==> config.mk <==
export PLATFORM = sky130hd
export DESIGN_NAME = risc_fetch_queue
export DESIGN_NICKNAME = d
export VERILOG_FILES = /design/src/rtl/risc_toy_pkg.sv /design/src/rtl/risc_sync_fifo.sv /design/src/rtl/risc_fetch_queue.sv
export SDC_FILE = /design/constraint.sdc
export NUM_CORES = 1
export LEC_CHECK = 0
export ABC_AREA = 1
export ABC_CLOCK_PERIOD_IN_PS = 5000
export CELL_PAD_IN_SITES_DETAIL_PLACEMENT = 1
export CELL_PAD_IN_SITES_GLOBAL_PLACEMENT = 1
export CORE_ASPECT_RATIO = 1.5
export CORE_UTILIZATION = 44
export DETAILED_ROUTE_END_ITERATION = 8
export GPL_TIMING_DRIVEN = 0
export PLACE_DENSITY_LB_ADDON = 0.1
export SLEW_MARGIN = 0
export SYNTH_ARGS = -nofsm -noshare
export SYNTH_HDL_FRONTEND = slang
export SYNTH_HIERARCHICAL = 1
export SYNTH_SLANG_ARGS = --single-unit
export TNS_END_PERCENT = 100
==> constraint.sdc <==
create_clock -name CLK -period 5 [get_ports CLK]
set_input_delay 1 -clock CLK [delete_from_list [all_inputs] [get_ports CLK]]
set_output_delay 1 -clock CLK [all_outputs]
set_load 0.005 [all_outputs]
==> src/rtl/risc_toy_pkg.sv <==
// ============================================================================
// risc_toy_pkg : shared defaults and helpers for the toy RISC front end
// Rev 1.0
// ============================================================================
`default_nettype none

package risc_toy_pkg;

  localparam int unsigned TOY_AW       = 30;
  localparam int unsigned TOY_DW       = 32;
  localparam int unsigned TOY_DEPTH    = 4;
  localparam int unsigned TOY_RESET_PC = 0;

  // Counter wide enough to hold the value DEPTH itself.
  function automatic int unsigned cnt_width(input int unsigned depth);
    return $clog2(depth) + 1;
  endfunction

endpackage

`default_nettype wire

==> src/rtl/risc_sync_fifo.sv <==
// ============================================================================
// risc_sync_fifo : synchronous FIFO with flush and occupancy count
// Rev 1.0
// ============================================================================
`default_nettype none

module risc_sync_fifo
  import risc_toy_pkg::*;
#(
  parameter int unsigned WIDTH = 8,
  parameter int unsigned DEPTH = 4
) (
  input  logic                       clk_i,
  input  logic                       rst_i,
  input  logic                       flush_i,
  input  logic                       push_i,
  input  logic [WIDTH-1:0]           wdata_i,
  input  logic                       pop_i,
  output logic [WIDTH-1:0]           rdata_o,
  output logic                       empty_o,
  output logic [$clog2(DEPTH):0]     count_o
);

  localparam int unsigned PW = $clog2(DEPTH);
  localparam int unsigned CW = cnt_width(DEPTH);

  logic [WIDTH-1:0] mem_q [DEPTH];
  logic [PW-1:0]    wptr_q, wptr_d;
  logic [PW-1:0]    rptr_q, rptr_d;
  logic [CW-1:0]    count_q, count_d;
  logic             do_push;
  logic             do_pop;

  // A push into a full FIFO is legal when the head leaves in the same cycle.
  always_comb begin
    do_pop  = pop_i & (count_q != '0);
    do_push = push_i & ((count_q != CW'(DEPTH)) | do_pop);
    wptr_d  = wptr_q;
    rptr_d  = rptr_q;
    count_d = count_q;
    if (flush_i) begin
      wptr_d  = '0;
      rptr_d  = '0;
      count_d = '0;
    end else begin
      if (do_push) wptr_d = wptr_q + PW'(1);
      if (do_pop)  rptr_d = rptr_q + PW'(1);
      case ({do_push, do_pop})
        2'b10:   count_d = count_q + CW'(1);
        2'b01:   count_d = count_q - CW'(1);
        default: count_d = count_q;
      endcase
    end
  end

  always_ff @(posedge clk_i or posedge rst_i) begin
    if (rst_i) begin
      wptr_q  <= '0;
      rptr_q  <= '0;
      count_q <= '0;
    end else begin
      wptr_q  <= wptr_d;
      rptr_q  <= rptr_d;
      count_q <= count_d;
    end
  end

  always_ff @(posedge clk_i) begin
    if (do_push && !flush_i) mem_q[wptr_q] <= wdata_i;
  end

  assign rdata_o = mem_q[rptr_q];
  assign empty_o = (count_q == '0);
  assign count_o = count_q;

endmodule

`default_nettype wire

==> src/rtl/risc_fetch_queue.sv <==
// ============================================================================
// risc_fetch_queue : instruction prefetch queue with redirect flush and
//                    drop tracking of in-flight responses
// Rev 1.0
// ============================================================================
`default_nettype none

module risc_fetch_queue
  import risc_toy_pkg::*;
#(
  parameter int unsigned   AW       = TOY_AW,
  parameter int unsigned   DW       = TOY_DW,
  parameter int unsigned   DEPTH    = TOY_DEPTH,
  parameter logic [AW-1:0] RESET_PC = AW'(TOY_RESET_PC)
) (
  input  logic          CLK,
  input  logic          RSTN,
  input  logic          REDIRECT,
  input  logic [AW-1:0] REDIRECT_ADDR,
  output logic          IREQ,
  output logic [AW-1:0] IADDR,
  input  logic          IGNT,
  input  logic          IRVALID,
  input  logic [DW-1:0] IRDATA,
  output logic          D_VALID,
  output logic [DW-1:0] D_INSTR,
  output logic [31:0]   D_PCADD4,
  input  logic          D_READY,
  output logic          PROTO_ERR
);

  localparam int unsigned CW = cnt_width(DEPTH);
  localparam int unsigned EW = DW + AW;

  logic [AW-1:0] pc_q, pc_d;
  logic [AW-1:0] rpc_q, rpc_d;
  logic [CW-1:0] outst_q, outst_d;
  logic [CW-1:0] drop_q, drop_d;
  logic          proto_q, proto_d;
  logic          run_q;

  logic [CW-1:0] occ;
  logic [CW-1:0] live;
  logic [CW:0]   inflight;
  logic          accept;
  logic          rsp_ok;
  logic          push;
  logic          pop;
  logic          fifo_empty;
  logic [EW-1:0] head;
  logic [AW-1:0] head_pc;
  logic [29:0]   head_pc_lo;

  // Requests whose responses will be dropped no longer reserve FIFO space.
  always_comb begin
    live     = outst_q - drop_q;
    inflight = {1'b0, occ} + {1'b0, live};
    IREQ     = run_q & ~REDIRECT & (inflight < (CW+1)'(DEPTH));
    accept   = IREQ & IGNT;
    rsp_ok   = IRVALID & (outst_q != '0);
    push     = rsp_ok & ~REDIRECT & (drop_q == '0);
    pop      = ~fifo_empty & D_READY & ~REDIRECT;
  end

  always_comb begin
    pc_d    = pc_q;
    rpc_d   = rpc_q;
    outst_d = outst_q;
    drop_d  = drop_q;
    proto_d = proto_q | (IRVALID & (outst_q == '0));

    if (accept) pc_d = pc_q + AW'(1);
    case ({accept, rsp_ok})
      2'b10:   outst_d = outst_q + CW'(1);
      2'b01:   outst_d = outst_q - CW'(1);
      default: outst_d = outst_q;
    endcase
    if (push) rpc_d = rpc_q + AW'(1);

    // Everything still in flight after this cycle belongs to the old stream.
    if (REDIRECT) begin
      pc_d   = REDIRECT_ADDR;
      rpc_d  = REDIRECT_ADDR;
      drop_d = outst_d;
    end else if (rsp_ok && (drop_q != '0)) begin
      drop_d = drop_q - CW'(1);
    end
  end

  always_ff @(posedge CLK or posedge RSTN) begin
    if (RSTN) begin
      pc_q    <= RESET_PC;
      rpc_q   <= RESET_PC;
      outst_q <= '0;
      drop_q  <= '0;
      proto_q <= 1'b0;
      run_q   <= 1'b0;
    end else begin
      pc_q    <= pc_d;
      rpc_q   <= rpc_d;
      outst_q <= outst_d;
      drop_q  <= drop_d;
      proto_q <= proto_d;
      run_q   <= 1'b1;
    end
  end

  risc_sync_fifo #(
    .WIDTH (EW),
    .DEPTH (DEPTH)
  ) u_fifo (
    .clk_i   (CLK),
    .rst_i   (RSTN),
    .flush_i (REDIRECT),
    .push_i  (push),
    .wdata_i ({IRDATA, rpc_q}),
    .pop_i   (pop),
    .rdata_o (head),
    .empty_o (fifo_empty),
    .count_o (occ)
  );

  // Only the low 30 PC bits survive the shift into a 32-bit byte address.
  assign head_pc    = head[AW-1:0];
  assign head_pc_lo = 30'(head_pc);
  assign IADDR      = pc_q;
  assign D_VALID    = ~fifo_empty;
  assign D_INSTR    = head[EW-1:AW];
  assign D_PCADD4   = {head_pc_lo + 30'd1, 2'b00};
  assign PROTO_ERR  = proto_q;

endmodule

`default_nettype wire

* Yosys cells after proc, flatten, opt, wreduce, memory -nomap -nowiden *
Memories as Yosys holds them, arrays and structs flattened.
Cells that the tools add are included.

storage, ports and cells
  memory bits (writable) = 248
  logic and storage cells = 73
  memories kept = 1
  input port bits = 68
  flip-flop bits (word level) = 75
  output and inout port bits = 97

memories
  memory        depth  bits a word  rd ports  clocked after Yosys merged registers in  write ports  line                  source
  u_fifo.mem_q  4      62           1         0                                        1            risc_sync_fifo.sv:27  logic [WIDTH-1:0] mem_q [DEPTH];

operators by class
  reduce and logical (&&, ||, !) cells = 15
  $add $sub $neg = 12
  muxes and demuxes = 15
  equal/unequal tests = 5
  magnitude comparators = 1
  bitwise gates (word level) = 15

operators with widths
  kind                                                count
  2-to-1 mux 30 bit                                   4
  adder 30 x 1 -> 30 bit, second input constant       3
  case mux 3 bit (2 select lines)                     2
  nonzero test 3 bit                                  4
  AND 1 bit                                           11
  nonzero test 2 bit                                  5
  zero test 3 bit                                     3
  2-to-1 mux 3 bit                                    3
  subtractor 3 x 1 -> 3 bit, second input constant    3
  2-to-1 mux 2 bit                                    4
  adder 3 x 1 -> 3 bit, second input constant         2
  adder 2 x 1 -> 2 bit, second input constant         2
  adder 3 x 3 -> 4 bit                                1
  == test 2 x 1 -> 1 bit, second input constant       2
  == test 2 bit, second input constant                2
  < comparator 4 x 3 -> 1 bit, second input constant  1
  != test 3 bit, second input constant                1
  subtractor 3 bit                                    1
  logical AND 1 bit                                   2
  2-to-1 mux 1 bit                                    2
  inverter 1 bit                                      2
  OR 1 bit                                            2
  zero test 1 bit                                     1

* Depth between registers and ports, before layout *
  word-level depth = 10
  depth in mapped cells = 19
  mapped depth without buffers = 19

* Hierarchy *
Netlist, hierarchy kept.

by module, submodules not included
  module            area an instance (um^2)  cells each  seq. area each (um^2)  times used
  risc_sync_fifo    9,681.8                  666         7,622.3                1
  risc_fetch_queue  5,561.6                  856         1,701.6                1

* Worst setup path after synthesis *
No wires, ideal clock.

  kind = input -> register
  start point = input port REDIRECT
  end point = memory u_fifo/mem_q[0][0] (netlist bit), enable pin
  library setup time = 0.482 ns
  arrival time = 4.493 ns
  buffers on the path = 2
  path slack = 0.025 ns
  stages = 7
  data required time = 4.518 ns
  path through = buf_4 clkbuf_1 nor2_1 inv_1 nand3_1 nand3_1 nor2_1

between the ends
  longest elaborated chain between the ends = 8
  elaborated cells between the ends (all ways) = 11
  classes of those cells = 2 x mux; 7 x bitwise; 2 x reduce/logical

RTL lines
  element                                 line                    source
  start: declaration                      risc_fetch_queue.sv:18  input logic REDIRECT,
  inverter 1 bit                          risc_fetch_queue.sv:62  pop = ~fifo_empty & D_READY & ~REDIRECT;
  AND 1 bit                               risc_fetch_queue.sv:62
  named net pop                           risc_fetch_queue.sv:48  logic pop;
  AND 1 bit                               risc_sync_fifo.sv:36    do_pop = pop_i & (count_q != '0);
  OR 1 bit                                risc_sync_fifo.sv:37    do_push = push_i & ((count_q != CW'(DEPTH)) | do_pop);
  AND 1 bit                               risc_sync_fifo.sv:37
  logical AND 1 bit                       risc_sync_fifo.sv:69    if (do_push && !flush_i) mem_q[wptr_q] <= wdata_i;
  2-to-1 mux 1 bit                        risc_sync_fifo.sv:69
  2-to-1 mux 1 bit (implied by the code)  risc_sync_fifo.sv:69
  end: declaration                        risc_sync_fifo.sv:27

The timed path passes the listed nets, and every way through them passes these cells.

* Worst setup path in the final report *
  start point = register u_fifo.rptr_q[0]
  end point = output port D_PCADD4[23]

between the ends
  longest elaborated chain between the ends = 2

RTL lines
  element                   line                     source
  start: declaration        risc_sync_fifo.sv:29     logic [PW-1:0] rptr_q, rptr_d;
  start signal: assignment  risc_sync_fifo.sv:63     rptr_q <= rptr_d;
  memory (4 x 62 bit)       n/a
  named net head[19]        risc_fetch_queue.sv:50   logic [EW-1:0] head;
  adder 30 x 1 -> 30 bit    risc_fetch_queue.sv:129  assign D_PCADD4 = {head_pc_lo + 30'd1, 2'b00};
  end: declaration          risc_fetch_queue.sv:27   output logic [31:0] D_PCADD4,

The timed path passes the listed nets, and every way through them passes these cells.

==> flow_metrics.env <==
export IMPL_worstPathRequired_ns=4.00
export IMPL_seq_area_frac_synth_pct=61.2
export IMPL_fin_skew_ns=0.0175
export IMPL_core_um2=34200
export IMPL_layout_commonest_cell="nand2_1"
export IMPL_cts_buffer_depth=3
export IMPL_fin_crit_ns=4.85
export IMPL_ys_async_sr_fraction_pct=23.2
export IMPL_finalPower_mw=7.70
export IMPL_critPathArrivalTime_ns=3.85
export IMPL_holdCritPathClass="reg2reg"
export IMPL_post_cts_repair_setup_buffers=0
export IMPL_hp_start="PROTO_ERR"
export IMPL_dp_hpwl_um=33900
export IMPL_num_rows=83
export IMPL_synth_edf_count=248
export IMPL_place_ws_ns=0.459
export IMPL_drt_pass1_iterations=5
export IMPL_synthesis_area_um2=15200
export IMPL_via_count=12000
export IMPL_fin_area_um2=18700
export IMPL_syn_area_per_cell_um2=10.0
export IMPL_start_util_pct=44.6
export IMPL_place_congestion=0.850
export IMPL_antenna_left=0
export IMPL_status="completed"
export IMPL_drive_above_1_share_pct=9.60
export IMPL_tns_ns=0
export IMPL_grt_pass1_wl_um=71700
export IMPL_wl_per_cell_um=21.5
export IMPL_drc_errors=0
export IMPL_fin_util_pct=54.7
export IMPL_final_instance_count_excl_fill=2175
export IMPL_cts_root_buffer="clkbuf_16"
export IMPL_clk_latency_ns=0.58
export IMPL_max_freq_mhz=206
export IMPL_mostFrequentLayoutCells="nand2_1, edfxtp_1, nor2_1"
export IMPL_nFillCells=3799
export IMPL_dp_cells=2119
export IMPL_routed_wl_um=46800
export IMPL_layout_nets=1810
export IMPL_hold_viol=0
export IMPL_grt_overflow_total=0
export IMPL_worstMarginPinSlew_ns=0.825
export IMPL_drt_iter0_markers=606
export IMPL_slew_viol_final=0
export IMPL_fp_dieArea_um2=35400
export IMPL_synthCells=1522
export IMPL_peakVddDrop_uv=250
export IMPL_cap_viol_max_count=0
export IMPL_worstReg2RegStart="outst_q[0]"
export IMPL_setup_viol=0
export IMPL_clock_sinks=323
export IMPL_relSlewSlack_pct=44.9
export IMPL_cts_tree="yes"
export IMPL_area_delta_synth_final_pct=22.6
export IMPL_grt_max_degree=62
export IMPL_place_area_um2=17600
export IMPL_layout_setup_ws_ns=0.152
export IMPL_yosysUniqueCellTypes=44
export IMPL_synth_top_flop_cell="edfxtp_1"
export IMPL_grt_pass1_vias=12800
export IMPL_cts_max_level=1
export IMPL_routed_via_density=5.52
export IMPL_gr_usage_all_layers_pct=26.8
export IMPL_yosys_warnings=6
export IMPL_power_leakage_nw=7.11
export IMPL_diodes=0
export IMPL_power_density_nw_per_um2=412
export IMPL_cp_startpoint="u_fifo/rptr_q[0]"
export IMPL_rsz0062_at_grt="false"
export IMPL_startpoint_type="register"
export IMPL_io_pins=165
export IMPL_path_max_fanout=10
export IMPL_endpoint_kind="primary output"
export IMPL_worstSetupPathType="reg2out"
export IMPL_fin_crit_sh_pct=97.0
export IMPL_hold_worst_slack_ns=0.480
export IMPL_synth_seq_cells=323
export IMPL_clk_pin_slew_ns=0.07
export IMPL_antenna_found_initial=0
export IMPL_fp_dieH_um=230
export IMPL_numCtsBuffers=30
export IMPL_chipWidth_um=154
export IMPL_place_port_buffers=162
state kept, by name, indices dropped and copies added, names as in the netlist:
register / cells
drop_q: 3
IADDR: 30
rpc_q: 30
u_fifo/mem_q: 248
u_fifo/rptr_q: 2
u_fifo/wptr_q: 2
u_fifo/count_o: 3
run_q: 1
outst_q: 3
PROTO_ERR: 1
critical path, stage by stage, from the launching register on:
cell	delay (ns)
dfrtp_1	0.37
buf_6	0.16
inv_6	0.12
clkbuf_1	0.43
o21ai_0	0.15
o22ai_1	0.49
nand2_1	0.20
nor2_1	0.19
nand2_1	0.12
nor3_1	0.28
xor2_1	0.19
clkdlybuf4s50_1	0.56
final timing paths:
kind,cells after the start,end,slack (ns)
hold / removal,1,PROTO_ERR,0.48
setup / recovery,11,D_PCADD4[23],0.15
setup reg to reg,18,drop_q[1],1.40
max in group asynchronous,3,rpc_q[26],3.71
min in group asynchronous,2,PROTO_ERR,0.71
hold reg to reg,1,PROTO_ERR,0.48
synth_stat cells (2+ instances only):
library cell / number / area share, %
ha_1: 13 / 1.1
nand3_2: 6 / 0.39
clkbuf_2: 9 / 0.30
buf_2: 18 / 0.59
fa_1: 3 / 0.39
xnor2_1: 14 / 0.80
xor2_1: 32 / 1.8
o211ai_1: 14 / 0.69
nor3_2: 3 / 0.20
o21ai_1: 21 / 0.69
nand2_2: 8 / 0.33
o21bai_1: 2 / 0.098
edfxtp_1: 248 / 49
buf_4: 7 / 0.34
conb_1: 2 / 0.049
nor2_2: 13 / 0.53
nor3_1: 20 / 0.66
inv_2: 10 / 0.25
buf_6: 9 / 0.66
o22ai_1: 63 / 2.6
dfrtp_1: 75 / 12
nand3_1: 91 / 3.0
nand3b_1: 5 / 0.25
nand4_1: 15 / 0.62
clkbuf_1: 12 / 0.30
nor2_4: 8 / 0.59
nand2_4: 2 / 0.15
a21oi_1: 29 / 0.95
nand2_1: 273 / 6.7
a31oi_1: 3 / 0.12
inv_1: 122 / 3.0
o21ai_0: 145 / 4.8
nor2_1: 216 / 5.3
repair_timing:
item	4_1_cts	5_1_grt
hold endpoints to repair	0	0
gates resized for setup	1	4
hold buffers	0	0
pin swaps	0	0
endpoints found under the setup margin	3	4
area by class of cell:
cell class	count	area (µm²)	area share (%)
clock buffers	37	838	4.49
inverters	134	510	2.73
clock inverters	19	184	0.984
plain buffers	57	353	1.89
flip-flops and latches	323	9320	49.9
multi-input cells	1009	5120	27.4
well taps	425	532	2.85
repair buffers	171	1820	9.76
power by group:
part / internal, mW / switching, mW
Clock: 1.35 / 1.04
Sequential: 3.13 / 0.291
Combinational: 0.807 / 1.09
Total: 5.28 / 2.42
cells by family after synthesis:
| logic type | after synthesis | share of synthesized area [%] |
|---|---|---|
| buffers and inverters | 191 | 5.65 |
| other | 2 | 0.0493 |
| AO/OA/AOI/OAI | 280 | 10.1 |
| XOR/XNOR | 46 | 2.64 |
| adder cells (fa/ha/maj) | 16 | 1.46 |
| AND/OR/NAND/NOR | 664 | 19.0 |
| flip-flops | 323 | 61.2 |
per-layer routing:
metal / vias to the layer above / part of all wire (%) / wire length, µm / global-route usage [%]
li1: 5620 / - / - / -
met1: 5965 / 38 / 17500 / 28.7
met2: 312 / 55 / 25600 / 52.0
met3: 103 / 3.7 / 1710 / 2.86
met4: 0 / 4.2 / 1950 / 12.0
met5: - / 0 / 0 / 0
(Power assumes the default switching activity.)
